`src/rtl/trace_port_tx.sv`:
```
// trace_port_tx: TPIU-style DDR trace transmitter, 1/2/4 lanes, 16-byte frames.
// Optional feature macro TRACE_TX_STATS_EN adds the frameCount output.
module trace_port_tx #(
   parameter int SYNC_INTERVAL = 16,
   parameter int MAX_BUS_WIDTH = 4
) (
   input  logic        clk,
   input  logic        rst,
   input  logic [2:0]  width,
   input  logic [15:0] PacketWd,
   input  logic        WdAvail,
   output logic        WdTaken,
   output logic [3:0]  traceDout,
   output logic        traceClkOut,
   output logic        sync,
`ifdef TRACE_TX_STATS_EN
   output logic [15:0] frameCount,
`endif
   output logic        txActive
);

   typedef enum logic {
      S_FSYNC,
      S_FRAME
   } state_t;

   localparam logic [15:0] ONES    = 16'hFFFF;
   localparam logic [15:0] HW_SYNC = 16'h7FFF;
   localparam logic [3:0]  FULL    = 4'((1 << MAX_BUS_WIDTH) - 1);
   localparam logic [7:0]  SI8     = 8'(SYNC_INTERVAL);

   function automatic logic [2:0] dec_w(input logic [2:0] w);
      case (w)
         3'd1:    dec_w = 3'd1;
         3'd2:    dec_w = 3'd2;
         default: dec_w = 3'd4;
      endcase
   endfunction

   function automatic logic [3:0] lane_mask(input logic [2:0] w);
      case (w)
         3'd1:    lane_mask = 4'h1;
         3'd2:    lane_mask = 4'h3;
         default: lane_mask = FULL;
      endcase
   endfunction

   function automatic logic [3:0] beats_m1(input logic [2:0] w);
      case (w)
         3'd1:    beats_m1 = 4'd15;
         3'd2:    beats_m1 = 4'd7;
         default: beats_m1 = 4'd3;
      endcase
   endfunction

   state_t      state_q, state_d;
   logic [1:0]  hw_q, hw_d;
   logic [2:0]  slot_q, slot_d;
   logic [3:0]  left_q, left_d;
   logic [15:0] shift_q, shift_d;
   logic [2:0]  wid_q, wid_d;
   logic [7:0]  fcnt_q, fcnt_d;
   logic [3:0]  dout_q, dout_d;
   logic        tclk_q, tclk_d;
   logic        sync_q, sync_d;
   logic        act_q, act_d;
`ifdef TRACE_TX_STATS_EN
   logic [15:0] stats_q, stats_d;
`endif

   logic        last;
   logic        frame_last;
   logic        to_sync;
   logic        take;
   logic [7:0]  fcnt_inc;
   logic        ld;
   logic        latch;
   logic        ld_sync;
   logic        ld_act;
   logic [15:0] ld_val;
   logic [2:0]  w_use;

   // State register: all flops, synchronous active-high reset
   always_ff @(posedge clk) begin
      if (rst) begin
         state_q <= S_FSYNC;
         hw_q    <= 2'd0;
         slot_q  <= 3'd0;
         left_q  <= 4'd0;
         shift_q <= 16'h0;
         wid_q   <= 3'd4;
         fcnt_q  <= 8'd0;
         dout_q  <= 4'h0;
         tclk_q  <= 1'b0;
         sync_q  <= 1'b0;
         act_q   <= 1'b0;
`ifdef TRACE_TX_STATS_EN
         stats_q <= 16'h0;
`endif
      end else begin
         state_q <= state_d;
         hw_q    <= hw_d;
         slot_q  <= slot_d;
         left_q  <= left_d;
         shift_q <= shift_d;
         wid_q   <= wid_d;
         fcnt_q  <= fcnt_d;
         dout_q  <= dout_d;
         tclk_q  <= tclk_d;
         sync_q  <= sync_d;
         act_q   <= act_d;
`ifdef TRACE_TX_STATS_EN
         stats_q <= stats_d;
`endif
      end
   end

   // Next state: pick the next halfword at each halfword end, else shift out
   always_comb begin
      state_d = state_q;
      hw_d    = hw_q;
      slot_d  = slot_q;
      fcnt_d  = fcnt_q;
      ld      = 1'b0;
      latch   = 1'b0;
      ld_sync = 1'b0;
      ld_act  = 1'b0;
      ld_val  = shift_q;
      if (last) begin
         unique case (state_q)
            S_FSYNC: begin
               if (hw_q == 2'd2) begin
                  state_d = S_FRAME;
                  hw_d    = 2'd0;
                  slot_d  = 3'd0;
                  latch   = 1'b1;
               end else begin
                  ld      = 1'b1;
                  ld_sync = 1'b1;
                  latch   = (hw_q == 2'd0);
                  ld_val  = (hw_q == 2'd0) ? ONES : HW_SYNC;
                  hw_d    = hw_q + 2'd1;
               end
            end
            S_FRAME: begin
               if (frame_last) begin
                  fcnt_d = fcnt_inc;
                  slot_d = 3'd0;
                  latch  = 1'b1;
                  if (to_sync) begin
                     fcnt_d  = 8'd0;
                     state_d = S_FSYNC;
                     ld      = 1'b1;
                     ld_sync = 1'b1;
                     ld_val  = ONES;
                     hw_d    = 2'd1;
                  end
               end else begin
                  slot_d = slot_q + 3'd1;
               end
            end
         endcase
         if (take) begin
            ld     = 1'b1;
            ld_act = WdAvail;
            ld_val = WdAvail ? PacketWd : HW_SYNC;
         end
      end
      w_use  = latch ? dec_w(width) : wid_q;
      wid_d  = wid_q;
      sync_d = sync_q;
      act_d  = act_q;
      if (ld) begin
         wid_d   = w_use;
         dout_d  = ld_val[3:0] & lane_mask(w_use);
         shift_d = ld_val >> w_use;
         left_d  = beats_m1(w_use);
         sync_d  = ld_sync;
         act_d   = ld_act;
      end else begin
         dout_d  = shift_q[3:0] & lane_mask(wid_q);
         shift_d = shift_q >> wid_q;
         left_d  = left_q - 4'd1;
      end
      tclk_d = ~tclk_q;
`ifdef TRACE_TX_STATS_EN
      stats_d = stats_q;
      if (state_q == S_FRAME && slot_q == 3'd7 && left_q == 4'd1)
         stats_d = stats_q + 16'd1;
`endif
   end

   // Outputs: load strobe toward the source plus registered bus signals
   always_comb begin
      last       = (left_q == 4'd0);
      fcnt_inc   = fcnt_q + 8'd1;
      frame_last = (state_q == S_FRAME) && (slot_q == 3'd7);
      to_sync    = frame_last && (fcnt_inc == SI8);
      take       = last &&
                   (((state_q == S_FSYNC) && (hw_q == 2'd2)) ||
                    ((state_q == S_FRAME) && !to_sync));
      WdTaken     = take;
      traceDout   = dout_q;
      traceClkOut = tclk_q;
      sync        = sync_q;
      txActive    = act_q;
`ifdef TRACE_TX_STATS_EN
      frameCount  = stats_q;
`endif
   end

endmodule

```
`config.mk`:
```
export PLATFORM = sky130hd
export DESIGN_NAME = trace_port_tx
export DESIGN_NICKNAME = d
export VERILOG_FILES = /design/src/rtl/trace_port_tx.sv
export SDC_FILE = /design/constraint.sdc
export NUM_CORES = 1
export LEC_CHECK = 0
export CAP_MARGIN = 10
export CORE_MARGIN = 4
export CORE_UTILIZATION = 35
export DETAILED_ROUTE_END_ITERATION = 10
export DONT_BUFFER_PORTS = 1
export SYNTH_ARGS = -nofsm -noshare
export SYNTH_HDL_FRONTEND = slang
export SYNTH_SLANG_ARGS = --single-unit
export TNS_END_PERCENT = 5
```
`constraint.sdc`:
```
create_clock -name clk -period 3.21 [get_ports clk]
set_input_delay 0.963 -clock clk [delete_from_list [all_inputs] [get_ports clk]]
set_output_delay 0.963 -clock clk [all_outputs]
set_load 0.01 [all_outputs]
```
==> reports/qor_table.md <==
| Metric | Value | Unit |
|:---|:---|:---|
| Number of ports placed on the die boundary | 30 | - |
| Total die area | 10200 | µm² |
| CTS tree | yes | - |
| Die width | 101 | µm |
| Top post-synthesis cells by area | dfxtp_1, mux2i_1, a21oi_1 | - |
| Starting density of the core | 36.5 | % |
| Number of design-rule violations left by the first detailed-router iteration | 167 | - |
| ANT nets after route | 0 | - |
| DR DRC count | 0 | - |
| Setup Total Neg Slack | 0 | ps |
| First-pass iteration count of the detailed router | 4 | - |
| Cell Pwr Density | 661 | nW/µm² |
| Number of input and output port buffers inserted | 0 | - |
| Data arrival at the endpoint of the critical path | 2050 | ps |
| Post-synthesis instance total | 373 | - |
| Final #Nets | 393 | - |
| Clock edge transition at the registers on the reported setup and hold paths | 100 | ps |
| Final setup viols | 0 | - |
| Data required time of the critical path | 2250 | ps |
| Mean number of vias per cell | 5.90 | - |
| Clock latency at the later pin of the worst-skew pair | 300 | ps |
| FP Rows | 33 | - |
| Clock buffer count from CTS | 5 | - |
| WS Path Type | flop to output port | - |
| Routed wire per std cell | 17.7 | µm |
| Max Cap Violations | 0 | - |
| Unrepaired setup endpoints after global routing | no | - |
| HPWL after DPL | 5.96 | mm |
| Max Slew Vio Count | 0 | - |
| Number of antenna cells inserted | 0 | - |
| Number of antenna violations at the first check in global routing | 0 | - |
| Syn avg cell area | 8.11 | µm² |
| # H-tree levels | 2 | - |
| Via count | 2792 | - |
| Maximum clock frequency | 332 | MHz |
| Sw Pwr | 0.879 | mW |
| Vertical extent of the die | 101 | µm |
| Synth Cell Area | 3030 | µm² |
| Final RePlAce weighted congestion | 0.868 | - |
| Number of library cell types mapped by synthesis | 62 | - |
| Drt total wl | 8.36 | mm |
| Clock buffer depth | 2 | - |
| First-pass GRT wire length | 13.8 | mm |
| Root buffer cell | clkbuf_8 | - |
| Final Hold Violating Endpoints | 0 | - |
| Shortest period the worst path allows | 3020 | ps |
| Worst setup skew after layout | 6.90 | ps |
| Core Region | 8300 | µm² |
| Post-synth top area share | 29.1 | % |
| Post-synthesis sequential element count | 44 | - |
| Leakage power of the design | 1.17 | nW |
| Combinational cell fraction of total power | 43.0 | % |
| Startpoint type of the worst setup path | flop | - |
| Nets in the synthesized netlist | 399 | - |
| EDFF count, synth | 0 | - |
| Worst-margin pin slew | 850 | ps |
| Proportion of power drawn by flip-flops and latches | 36.0 | % |
| Max rail drop VDD | 0.276 | mV |
| Pin count of the biggest net entering global routing | 43 | - |
| Total power | 2.16 | mW |
| Warnings from Yosys | 0 | - |
| Area growth syn-to-layout | 7.82 | % |
| Setup crit end kind | output port | - |
| Hold/Removal Path Class | flop to flop | - |
| Most instantiated cells after synthesis | dfxtp_1, nand2_1, nor2_1 | - |
| Proportion of synthesized flip-flops having asynchronous set or reset | 0 | % |
| Sequential-to-total area share from yosys stat | 29.1 | % |
| Clock share of power | 21.0 | % |
| Fin crit share | 93.9 | % |
| Worst-case headroom to the max-slew limit | 43.3 | % |
| Max Fanout on Critical Path | 5 | - |
| Clock net sink count | 44 | - |
| Outcome | complete, no violations | - |
| Proportion of total power due to net switching | 40.8 | % |
| GRT Util Overall | 16.9 | % |
| Share of cells above drive strength 1 | 12.2 | % |
| Number of global-route vias before repair | 2730 | - |
| Int Power | 1.28 | mW |
| Most used standard cell by instance count after synthesis | dfxtp_1 | - |
| Yosys top cell by area | dfxtp_1 | - |
| Top flip-flop cell by instance count after synthesis | dfxtp_1 | - |
| Residual overflow from global routing | 0 | - |
[timing repair]
action | CTS | global route
hold buffers | 0 | 0
gates resized for setup | 0 | 1
endpoints found under the setup margin | 0 | 1
setup buffers | 0 | 0
[placed cells by master, fill, tap and decap left out, types with 5 or more instances in the layout]
| cell type | count |
|---|---|
| mux2_2 | 7 |
| inv_1 | 7 |
| nor2_1 | 41 |
| o21ai_0 | 15 |
| mux2i_1 | 27 |
| a211oi_1 | 19 |
| nand3_1 | 8 |
| buf_4 | 12 |
| clkbuf_8 | 5 |
| nor3_1 | 6 |
| o211ai_1 | 5 |
| xnor2_1 | 5 |
| dfxtp_1 | 44 |
| nand2_1 | 42 |
| nand2b_1 | 5 |
| a21oi_1 | 33 |
[through the flow]
stage | area, µm² | cells | utilization, % | setup slack, ps | hold WS [ps]
6_report | 3260 | 473 | 39.3 | 194 | 461
5_1_grt | 3260 | 473 | 39.3 | 43.9 | 499
4_1_cts | 3260 | 473 | 39.3 | 129 | 468
3_5_place_dp | 3150 | 465 | 37.9 | 303 | 453
3_3_place_gp | 3150 | 465 | 37.9 | 358 | 437
2_1_floorplan | 3030 | 373 | - | 507 | 432
[final cells by class]
type	count	area, µm²
multi-input cells	297	2020
well taps	105	131
inverters	7	26.3
clock buffers	5	68.8
clock inverters	3	46.3
flip-flops and latches	44	881
repair buffers	12	90.1
fillers	846	5040
[flip-flops by register name (all words and copies together) (netlist names)]
register and cells:
shift_q 16, traceClkOut 1, hw_q 2, fcnt_q 8, sync 1, wid_q 3
txActive 1, slot_q 3, left_q 4, state_q 1, traceDout 4
[metal layers]
layer  share of wire (%)  track usage [%]  vias up
met5                   0                0        -
met4                0.93             4.29        0
met3                 7.0             3.67        4
met2                  49             28.8       73
met1                  43             21.6     1342
li1                    -                -     1373
[power by group through the flow]
stage	registers, mW	clock network [mW]	logic [mW]
2_1_floorplan	0.738	0	0.743
3_3_place_gp	0.788	0	0.916
3_5_place_dp	0.785	0	0.916
4_1_cts	0.773	0.463	0.922
5_1_grt	0.787	0.485	1.03
6_report	0.777	0.453	0.927
[logic make-up after synthesis]
logic type	synth area share (%)
adders and majority gates	1.65
buffers and inverters	4.42
DFF	29.1
muxes	13.9
and+or+nand+nor	19.8
xor gates and xnor gates	2.61
AOI/OAI and AO/OA	28.5
[path summary, 6_finish.rpt]
| check | endpoint | cells past startpoint | slack, ps | from |
|---|---|---|---|---|
| worst max-delay path | WdTaken | 6 | 190 | fcnt_q[0] |
| worst min-delay path | left_q[0] | 1 | 460 | left_q[0] |
| worst max register to register | shift_q[5] | 10 | 270 | left_q[0] |
| worst min register to register | left_q[0] | 1 | 460 | left_q[0] |
[critical path, cell delays in order (launching register included)]
cell       delay, ps
dfxtp_1          390
ha_1             230
nand3_1          140
o21a_1           220
a2111oi_4        400
and2_2           250
nor2_1           110
Power figures use the tool's default switching activity.
